$ cat src/rtl/sonar_pkg.sv
// Shared types and constants for the sonar scan sequencer and its position counter.
package sonar_pkg;

    typedef enum logic [3:0] {
        INICIAL        = 4'd0,
        ESPERA         = 4'd1,
        MEDIR          = 4'd2,
        AGUARDA        = 4'd3,
        TRANSMITE      = 4'd4,
        AGUARDA_SERIAL = 4'd5,
        PROXIMA        = 4'd6,
        REPETE         = 4'd7
    } estado_t;

    localparam logic MODO_CIRCULAR = 1'b0;
    localparam logic MODO_VAIVEM   = 1'b1;

    localparam int SENTINELA_MAX_W = 64;

    // Widest all-ones word; users narrow it to their measurement width with a cast.
    function automatic logic [SENTINELA_MAX_W-1:0] SENTINELA();
        return '1;
    endfunction

endpackage

$ cat src/rtl/sonar_varredura_if.sv
// Bus between the scan sequencer (master) and its sensor, serial and servo peers (slave).
interface sonar_varredura_if #(
    parameter int MEDIDA_W = 12,
    parameter int POS_W    = 3
);
    logic                ligar;
    logic                modo;
    logic                medida_pronta;
    logic [MEDIDA_W-1:0] medida;
    logic                serial_pronto;
    logic                medir;
    logic                enviar;
    logic [MEDIDA_W-1:0] dados;
    logic [POS_W-1:0]    posicao;
    logic [MEDIDA_W-1:0] dist_min;
    logic [POS_W-1:0]    pos_min;
    logic                fim_varredura;
    logic                erro_timeout;
    logic [3:0]          db_estado;

    modport master (
        input  ligar, modo, medida_pronta, medida, serial_pronto,
        output medir, enviar, dados, posicao, dist_min, pos_min,
               fim_varredura, erro_timeout, db_estado
    );

    modport slave (
        output ligar, modo, medida_pronta, medida, serial_pronto,
        input  medir, enviar, dados, posicao, dist_min, pos_min,
               fim_varredura, erro_timeout, db_estado
    );
endinterface

$ cat src/rtl/sonar_posicao.sv
// Servo position counter: wrap or ping-pong stepping, plus the "leaving last endpoint" flag.
module sonar_posicao
    import sonar_pkg::*;
#(
    parameter int N_POS = 8,
    parameter int POS_W = 3
) (
    input  logic             clock,
    input  logic             reset,
    input  logic             avanca,
    input  logic             modo,
    output logic [POS_W-1:0] posicao,
    output logic             fim
);
    localparam logic [POS_W-1:0] ULTIMA = POS_W'(N_POS - 1);
    localparam logic [POS_W-1:0] UM     = POS_W'(1);

    logic [POS_W-1:0] pos_q, pos_d;
    logic             sobe_q, sobe_d;

    // fim reflects the current position and mode; the caller qualifies it with avanca.
    always_comb begin
        pos_d  = pos_q;
        sobe_d = sobe_q;
        fim    = 1'b0;
        if (modo == MODO_CIRCULAR) begin
            fim = (pos_q == ULTIMA);
            if (avanca) begin
                sobe_d = 1'b1;
                pos_d  = fim ? '0 : pos_q + UM;
            end
        end else if (sobe_q) begin
            fim = (pos_q == ULTIMA);
            if (avanca) begin
                sobe_d = ~fim;
                pos_d  = fim ? pos_q - UM : pos_q + UM;
            end
        end else begin
            fim = (pos_q == '0);
            if (avanca) begin
                sobe_d = fim;
                pos_d  = fim ? pos_q + UM : pos_q - UM;
            end
        end
    end

    always_ff @(posedge clock) begin
        if (!reset) begin
            pos_q  <= '0;
            sobe_q <= 1'b1;
        end else begin
            pos_q  <= pos_d;
            sobe_q <= sobe_d;
        end
    end

    assign posicao = pos_q;

endmodule

$ cat src/rtl/sonar_varredura.sv
// Sonar scan sequencer: settle, measure, transmit, advance; tracks the per-sweep minimum.
// Define SONAR_REPETE_EN to retry a timed-out measurement once before flagging the error.
module sonar_varredura
    import sonar_pkg::*;
#(
    parameter int N_POS     = 8,
    parameter int POS_W     = 3,
    parameter int MEDIDA_W  = 12,
    parameter int T_ESPERA  = 100000000,
    parameter int T_TIMEOUT = 3000000
) (
    input  logic              clock,
    input  logic              reset,
    sonar_varredura_if.master bus
);
    localparam int T_MAX = (T_ESPERA > T_TIMEOUT) ? T_ESPERA : T_TIMEOUT;
    localparam int TMR_W = (T_MAX > 1) ? $clog2(T_MAX) : 1;
    localparam logic [TMR_W-1:0]    FIM_ESPERA  = TMR_W'(T_ESPERA - 1);
    localparam logic [TMR_W-1:0]    FIM_TIMEOUT = TMR_W'(T_TIMEOUT - 1);
    localparam logic [MEDIDA_W-1:0] SENT        = MEDIDA_W'(SENTINELA());

    estado_t             estado_q, estado_d;
    logic [TMR_W-1:0]    tmr_q, tmr_d;
    logic [MEDIDA_W-1:0] dados_q, dados_d;
    logic [MEDIDA_W-1:0] dist_q, dist_d;
    logic [POS_W-1:0]    pmin_q, pmin_d;
    logic [MEDIDA_W-1:0] min_q, min_d;
    logic [POS_W-1:0]    pmin_run_q, pmin_run_d;
    logic                erro_q, erro_d;
`ifdef SONAR_REPETE_EN
    logic                repete_q, repete_d;
`endif

    logic                avanca, fim_pos;
    logic [POS_W-1:0]    posicao;
    logic [MEDIDA_W-1:0] cand_min;
    logic [POS_W-1:0]    cand_pos;

    assign avanca = (estado_q == PROXIMA);

    sonar_posicao #(
        .N_POS (N_POS),
        .POS_W (POS_W)
    ) u_posicao (
        .clock   (clock),
        .reset   (reset),
        .avanca  (avanca),
        .modo    (bus.modo),
        .posicao (posicao),
        .fim     (fim_pos)
    );

    always_comb begin
        estado_d   = estado_q;
        dados_d    = dados_q;
        dist_d     = dist_q;
        pmin_d     = pmin_q;
        min_d      = min_q;
        pmin_run_d = pmin_run_q;
        erro_d     = erro_q;
`ifdef SONAR_REPETE_EN
        repete_d   = repete_q;
`endif
        // Running minimum including the value just transmitted; strict < keeps the first tie.
        cand_min = min_q;
        cand_pos = pmin_run_q;
        if ((dados_q != SENT) && (dados_q < min_q)) begin
            cand_min = dados_q;
            cand_pos = posicao;
        end

        unique case (estado_q)
            INICIAL: if (bus.ligar) estado_d = ESPERA;
            ESPERA:  if (tmr_q == FIM_ESPERA) estado_d = MEDIR;
            MEDIR:   estado_d = AGUARDA;
            AGUARDA: begin
                if (bus.medida_pronta) begin
                    dados_d  = bus.medida;
                    estado_d = TRANSMITE;
                end else if (tmr_q == FIM_TIMEOUT) begin
`ifdef SONAR_REPETE_EN
                    if (!repete_q) begin
                        repete_d = 1'b1;
                        estado_d = REPETE;
                    end else begin
                        dados_d  = SENT;
                        erro_d   = 1'b1;
                        estado_d = TRANSMITE;
                    end
`else
                    dados_d  = SENT;
                    erro_d   = 1'b1;
                    estado_d = TRANSMITE;
`endif
                end
            end
            TRANSMITE:      estado_d = AGUARDA_SERIAL;
            AGUARDA_SERIAL: if (bus.serial_pronto) estado_d = PROXIMA;
            PROXIMA: begin
                if (fim_pos) begin
                    dist_d     = cand_min;
                    pmin_d     = cand_pos;
                    min_d      = SENT;
                    pmin_run_d = '0;
                end else begin
                    min_d      = cand_min;
                    pmin_run_d = cand_pos;
                end
`ifdef SONAR_REPETE_EN
                repete_d = 1'b0;
`endif
                estado_d = bus.ligar ? ESPERA : INICIAL;
            end
`ifdef SONAR_REPETE_EN
            REPETE:  estado_d = MEDIR;
`endif
            default: estado_d = INICIAL;
        endcase

        tmr_d = (estado_d != estado_q) ? '0 : tmr_q + TMR_W'(1);
    end

    always_ff @(posedge clock) begin
        if (!reset) begin
            estado_q   <= INICIAL;
            tmr_q      <= '0;
            dados_q    <= '0;
            dist_q     <= SENT;
            pmin_q     <= '0;
            min_q      <= SENT;
            pmin_run_q <= '0;
            erro_q     <= 1'b0;
        end else begin
            estado_q   <= estado_d;
            tmr_q      <= tmr_d;
            dados_q    <= dados_d;
            dist_q     <= dist_d;
            pmin_q     <= pmin_d;
            min_q      <= min_d;
            pmin_run_q <= pmin_run_d;
            erro_q     <= erro_d;
        end
    end

`ifdef SONAR_REPETE_EN
    always_ff @(posedge clock) begin
        if (!reset) repete_q <= 1'b0;
        else        repete_q <= repete_d;
    end
`endif

    assign bus.medir         = (estado_q == MEDIR);
    assign bus.enviar        = (estado_q == TRANSMITE);
    assign bus.fim_varredura = avanca && fim_pos;
    assign bus.dados         = dados_q;
    assign bus.posicao       = posicao;
    assign bus.dist_min      = dist_q;
    assign bus.pos_min       = pmin_q;
    assign bus.erro_timeout  = erro_q;
    assign bus.db_estado     = estado_q;

endmodule

$ cat src/flat_wrapper.sv
// flat-port wrapper written by rule: the top's interface ports become plain ports
module sonar_varredura_flat import sonar_pkg::*;
#(
    parameter int N_POS     = 8,
    parameter int POS_W     = 3,
    parameter int MEDIDA_W  = 12,
    parameter int T_ESPERA  = 100000000,
    parameter int T_TIMEOUT = 3000000
)
  (clock, reset, bus_ligar, bus_modo, bus_medida_pronta, bus_medida, bus_serial_pronto, bus_medir, bus_enviar, bus_dados, bus_posicao, bus_dist_min, bus_pos_min, bus_fim_varredura, bus_erro_timeout, bus_db_estado);
  sonar_varredura_if #(.MEDIDA_W(MEDIDA_W), .POS_W(POS_W)) bus_i ();
  input  logic clock;
  input  logic reset;
  input wire logic [$bits(bus_i.ligar)-1:0] bus_ligar;
  input wire logic [$bits(bus_i.modo)-1:0] bus_modo;
  input wire logic [$bits(bus_i.medida_pronta)-1:0] bus_medida_pronta;
  input wire logic [$bits(bus_i.medida)-1:0] bus_medida;
  input wire logic [$bits(bus_i.serial_pronto)-1:0] bus_serial_pronto;
  output wire logic [$bits(bus_i.medir)-1:0] bus_medir;
  output wire logic [$bits(bus_i.enviar)-1:0] bus_enviar;
  output wire logic [$bits(bus_i.dados)-1:0] bus_dados;
  output wire logic [$bits(bus_i.posicao)-1:0] bus_posicao;
  output wire logic [$bits(bus_i.dist_min)-1:0] bus_dist_min;
  output wire logic [$bits(bus_i.pos_min)-1:0] bus_pos_min;
  output wire logic [$bits(bus_i.fim_varredura)-1:0] bus_fim_varredura;
  output wire logic [$bits(bus_i.erro_timeout)-1:0] bus_erro_timeout;
  output wire logic [$bits(bus_i.db_estado)-1:0] bus_db_estado;
  assign bus_i.ligar = bus_ligar;
  assign bus_i.modo = bus_modo;
  assign bus_i.medida_pronta = bus_medida_pronta;
  assign bus_i.medida = bus_medida;
  assign bus_i.serial_pronto = bus_serial_pronto;
  assign bus_medir = bus_i.medir;
  assign bus_enviar = bus_i.enviar;
  assign bus_dados = bus_i.dados;
  assign bus_posicao = bus_i.posicao;
  assign bus_dist_min = bus_i.dist_min;
  assign bus_pos_min = bus_i.pos_min;
  assign bus_fim_varredura = bus_i.fim_varredura;
  assign bus_erro_timeout = bus_i.erro_timeout;
  assign bus_db_estado = bus_i.db_estado;
  sonar_varredura #(.N_POS(N_POS), .POS_W(POS_W), .MEDIDA_W(MEDIDA_W), .T_ESPERA(T_ESPERA), .T_TIMEOUT(T_TIMEOUT)) u_core (.clock(clock), .reset(reset), .bus(bus_i));
endmodule
$ cat config.mk
export PLATFORM = sky130hd
export DESIGN_NAME = sonar_varredura_flat
export DESIGN_NICKNAME = d
export VERILOG_FILES = /design/src/rtl/sonar_pkg.sv /design/src/rtl/sonar_varredura_if.sv /design/src/rtl/sonar_posicao.sv /design/src/rtl/sonar_varredura.sv /design/src/flat_wrapper.sv
export SDC_FILE = /design/constraint.sdc
export NUM_CORES = 1
export LEC_CHECK = 0
export ABC_AREA = 1
export CAP_MARGIN = 25
export CELL_PAD_IN_SITES_DETAIL_PLACEMENT = 0
export CELL_PAD_IN_SITES_GLOBAL_PLACEMENT = 1
export CORE_AREA = 2 2 111 113
export DETAILED_ROUTE_END_ITERATION = 8
export DIE_AREA = 0 0 113 115
export PLACE_DENSITY_LB_ADDON = 0.1
export SYNTH_ARGS = -nofsm -noshare
export SYNTH_HDL_FRONTEND = slang
export SYNTH_SLANG_ARGS = --single-unit
export TNS_END_PERCENT = 50
$ cat constraint.sdc
create_clock -name clock -period 1.9 [get_ports clock]
set_clock_uncertainty 0.15 [all_clocks]
set_input_delay 0.38 -clock clock [delete_from_list [all_inputs] [get_ports clock]]
set_output_delay 0.38 -clock clock [all_outputs]
set_load 0.03 [all_outputs]
==> flow_metrics.py <==
metrics = {
    "floorplan": {
        "die_area_um2": 13000,
        "rows": 40,
        "die_w_um": 113,
        "fp.dieH_um": 115,
        "start_util_pct": 34.9,
        "coreArea_um2": 11800,
        "ios": 56,
    },
    "power_and_ir_drop": {
        "p_per_area_nw_per_um2": 547,
        "power.leakage_nw": 2.89,
        "irDropWorstVdd_v": 0.000292,
    },
    "timing": {
        "report.final.slew_viol_count": 0,
        "hold_ws_ps": 313,
        "grt_setup_unrepaired": "true",
        "min_period_ps": 2000,
        "max_freq_mhz": 500,
        "fin_crit_sh_pct": 105,
        "hold_viol": 0,
        "setup_slack_ps": -100,
        "setup_violations": 26,
    },
    "critical_path": {
        "worst_ep_arrival_time_ps": 1470,
        "cp_cell_sequence": "ha_4 > ha_4 > inv_2 > o21a_1 > nor2_4 > buf_6",
        "crit_top_cell": "ha_4",
        "crit_start": "u_core.u_posicao.posicao[1]$_SDFFE_PN0P_",
        "start_kind": "flop",
        "r2r-start": "u_core.bus.dados[5]$_SDFFE_PN0P_",
        "path_class": "flop to primary output",
        "cp_num_buf_inv": 2,
        "required_ps": 1370,
        "critical_path.slowest_cell": "dfxtp_4",
        "slowest_delay_ps": 370,
        "cp_top_family": "flip-flops",
        "endpoint_kind": "primary output",
        "crit_path_max_fanout": 4,
    },
    "yosys": {
        "synth.area.top_cells": "dfxtp_1 (38%), nand2_1 (9.2%), inv_1 (9.0%)",
        "syn-num-nets": 608,
        "avgSynthCellArea_um2": 7.19,
        "ys_seq_elements": 78,
        "netlist_area_um2": 4130,
        "yosysTopAreaCell": "dfxtp_1",
        "yosysUniqueCellTypes": 31,
        "synthCells": 574,
        "seq_area_frac_synth_pct": 37.8,
        "synth_top_cell_area_share_pct": 37.8,
        "ys_warn_count": 0,
    },
    "worst_hold_path": {
        "hold_path.class": "flop to flop",
        "min-delay-start": "u_core.bus.erro_timeout$_SDFFE_PN0P_",
    },
    "cts": {
        "htreeDepth": 3,
        "cts_max_path_buffers": 2,
        "cts.sinks": 78,
        "clk-insertion-delay-late_ps": 350,
        "numCtsBuffers": 9,
        "clockRootBuffer": "clkbuf_16",
        "clk_pin_slew_ps": 60,
        "cts_hold_buf": 0,
        "tritoncts": "yes",
    },
    "run_status": {
        "outcome": "complete, but fails checks",
        "failed_checks": "DRC, setup timing",
    },
    "drt": {
        "drt_first_pass_iters": 6,
        "postRouteAntennaNets": 0,
        "via_count": 4025,
        "wl_mm": 11.7,
        "avgViaCountPerCell": 4.77,
        "first_iter_violations": 194,
        "drc": 4,
        "wl_per_cell_um": 13.9,
    },
    "cells_and_area": {
        "layout_commonest_cell": "inv_1",
        "fill_cells": 1121,
        "areaGrowthSynthToFinish_pct": 55.7,
        "postLayoutCoreUtil_pct": 54.4,
        "final_cell_mix": "inv_1 (85), nand2_1 (70), buf_4 (57), dfxtp_1 (49), nor2_1 (40)",
        "drive_gt1_share_pct": 36.6,
        "layoutNonFillerInstCount": 844,
        "final_cell_area_um2": 6430,
        "diodes": 0,
        "finalNetCount": 726,
    },
    "job": {
        "cap_violations": 0,
    },
    "global_route": {
        "grtUsageTotal_pct": 17.9,
        "grt_overflow": 0,
        "antenna_found_initial": 0,
        "grt_pass1_wl_mm": 18.3,
        "grt_max_degree": 27,
        "grt_pass1_vias": 3833,
    },
    "place": {
        "placed_area_um2": 5330,
        "gp_congestion": 0.872,
        "portBuffers": 55,
        "dpl.hpwl_mm": 8.22,
        "dp_cells": 812,
    },
}
[report_power, final]
| part | switching [W] | leakage (nW) | internal (W) |
|---|---|---|---|
| Sequential | 0.00000695 | 0.638 | 0.00163 |
| Combinational | 0.0000859 | 2.10 | 0.0000814 |
| Clock | 0.000736 | 0.146 | 0.000976 |
[final timing paths]
kind              slack, ps                                   end  cells past startpoint
setup / recovery       -100                     bus_fim_varredura                      6
hold / removal          310  u_core.bus.erro_timeout$_SDFFE_PN0P_                      1
setup reg to reg        -70          u_core.min_q[9]$_SDFFE_PN1P_                     11
hold reg to reg         310  u_core.bus.erro_timeout$_SDFFE_PN0P_                      1
[synth_stat cells]
| master | n |
|---|---|
| a21boi_0 | 1 |
| a21oi_1 | 34 |
| buf_2 | 4 |
| buf_4 | 1 |
| buf_6 | 2 |
| clkbuf_1 | 10 |
| conb_1 | 1 |
| dfxtp_1 | 78 |
| ha_1 | 16 |
| inv_1 | 99 |
| inv_2 | 3 |
| nand2_1 | 101 |
| nand2_2 | 2 |
| nand2_4 | 1 |
| nand3_1 | 17 |
| nand3_2 | 4 |
| nand3b_1 | 2 |
| nand4_1 | 16 |
| nand4_4 | 1 |
| nor2_1 | 54 |
| nor2_2 | 25 |
| nor2_4 | 1 |
| nor3_1 | 9 |
| nor3_2 | 2 |
| nor4_1 | 1 |
| o211ai_1 | 5 |
| o21a_1 | 3 |
| o21ai_0 | 43 |
| o221ai_1 | 12 |
| xnor2_1 | 4 |
| xor2_1 | 22 |
[per-stage QoR]
step / setup WS (ps) / TNS, ps / power [W]
final: -100 / -763 / 0.00351
after CTS: -132 / -683 / 0.00354
after global placement: -246 / -7760 / 0.00181
after detailed placement: -260 / -9140 / 0.00181
after global routing: -168 / -5450 / 0.00365
after floorplan: -16.7 / -159 / 0.00173
[flip-flops by register name, indices dropped and copies added (netlist names), 3 cells and up]
register and flops:
u_core.tmr_q 27, u_core.min_q 12, u_core.bus.pos_min 3, u_core.bus.db_estado 4
u_core.bus.dist_min 12, u_core.u_posicao.posicao 3, u_core.bus.dados 12, u_core.pmin_run_q 3
[routing by layer]
metal | GRT usage, % | vias to the layer above | wire length (µm)
li1 | - | 2083 | -
met2 | 28.5 | 59 | 5330
met1 | 23.9 | 1871 | 5730
met3 | 4.22 | 12 | 487
met5 | 0 | - | 0
met4 | 6.42 | 0 | 180
[area by class of cell]
class	instances	area, µm²	share of cell area (%)
tap	147	184	2.86
inverter	102	388	6.03
sequential	78	1620	25.2
multi-input combinational	377	2690	41.8
clock buffer	11	254	3.95
clock inverter	5	38.8	0.603
timing repair buffer	124	1260	19.6
[what timing repair did]
item / CTS / global route
pin swaps: 13 / 25
setup endpoints to repair: 74 / 85
buffers inserted: 9 / 3
hold endpoints to repair: 0 / 0
cloned: 3 / 2
resized for setup: 99 / 122
[cells by family after synthesis]
family | count (synthesis) | share of synthesized area, %
compound gates | 98 | 13.5
buf+inv | 119 | 11.4
fa+ha+maj | 16 | 4.85
flops | 78 | 37.8
simple gates | 236 | 26.8
xor+xnor | 26 | 5.52
other cells | 1 | 0.0908
No activity file was read; power rests on OpenSTA's default activity.
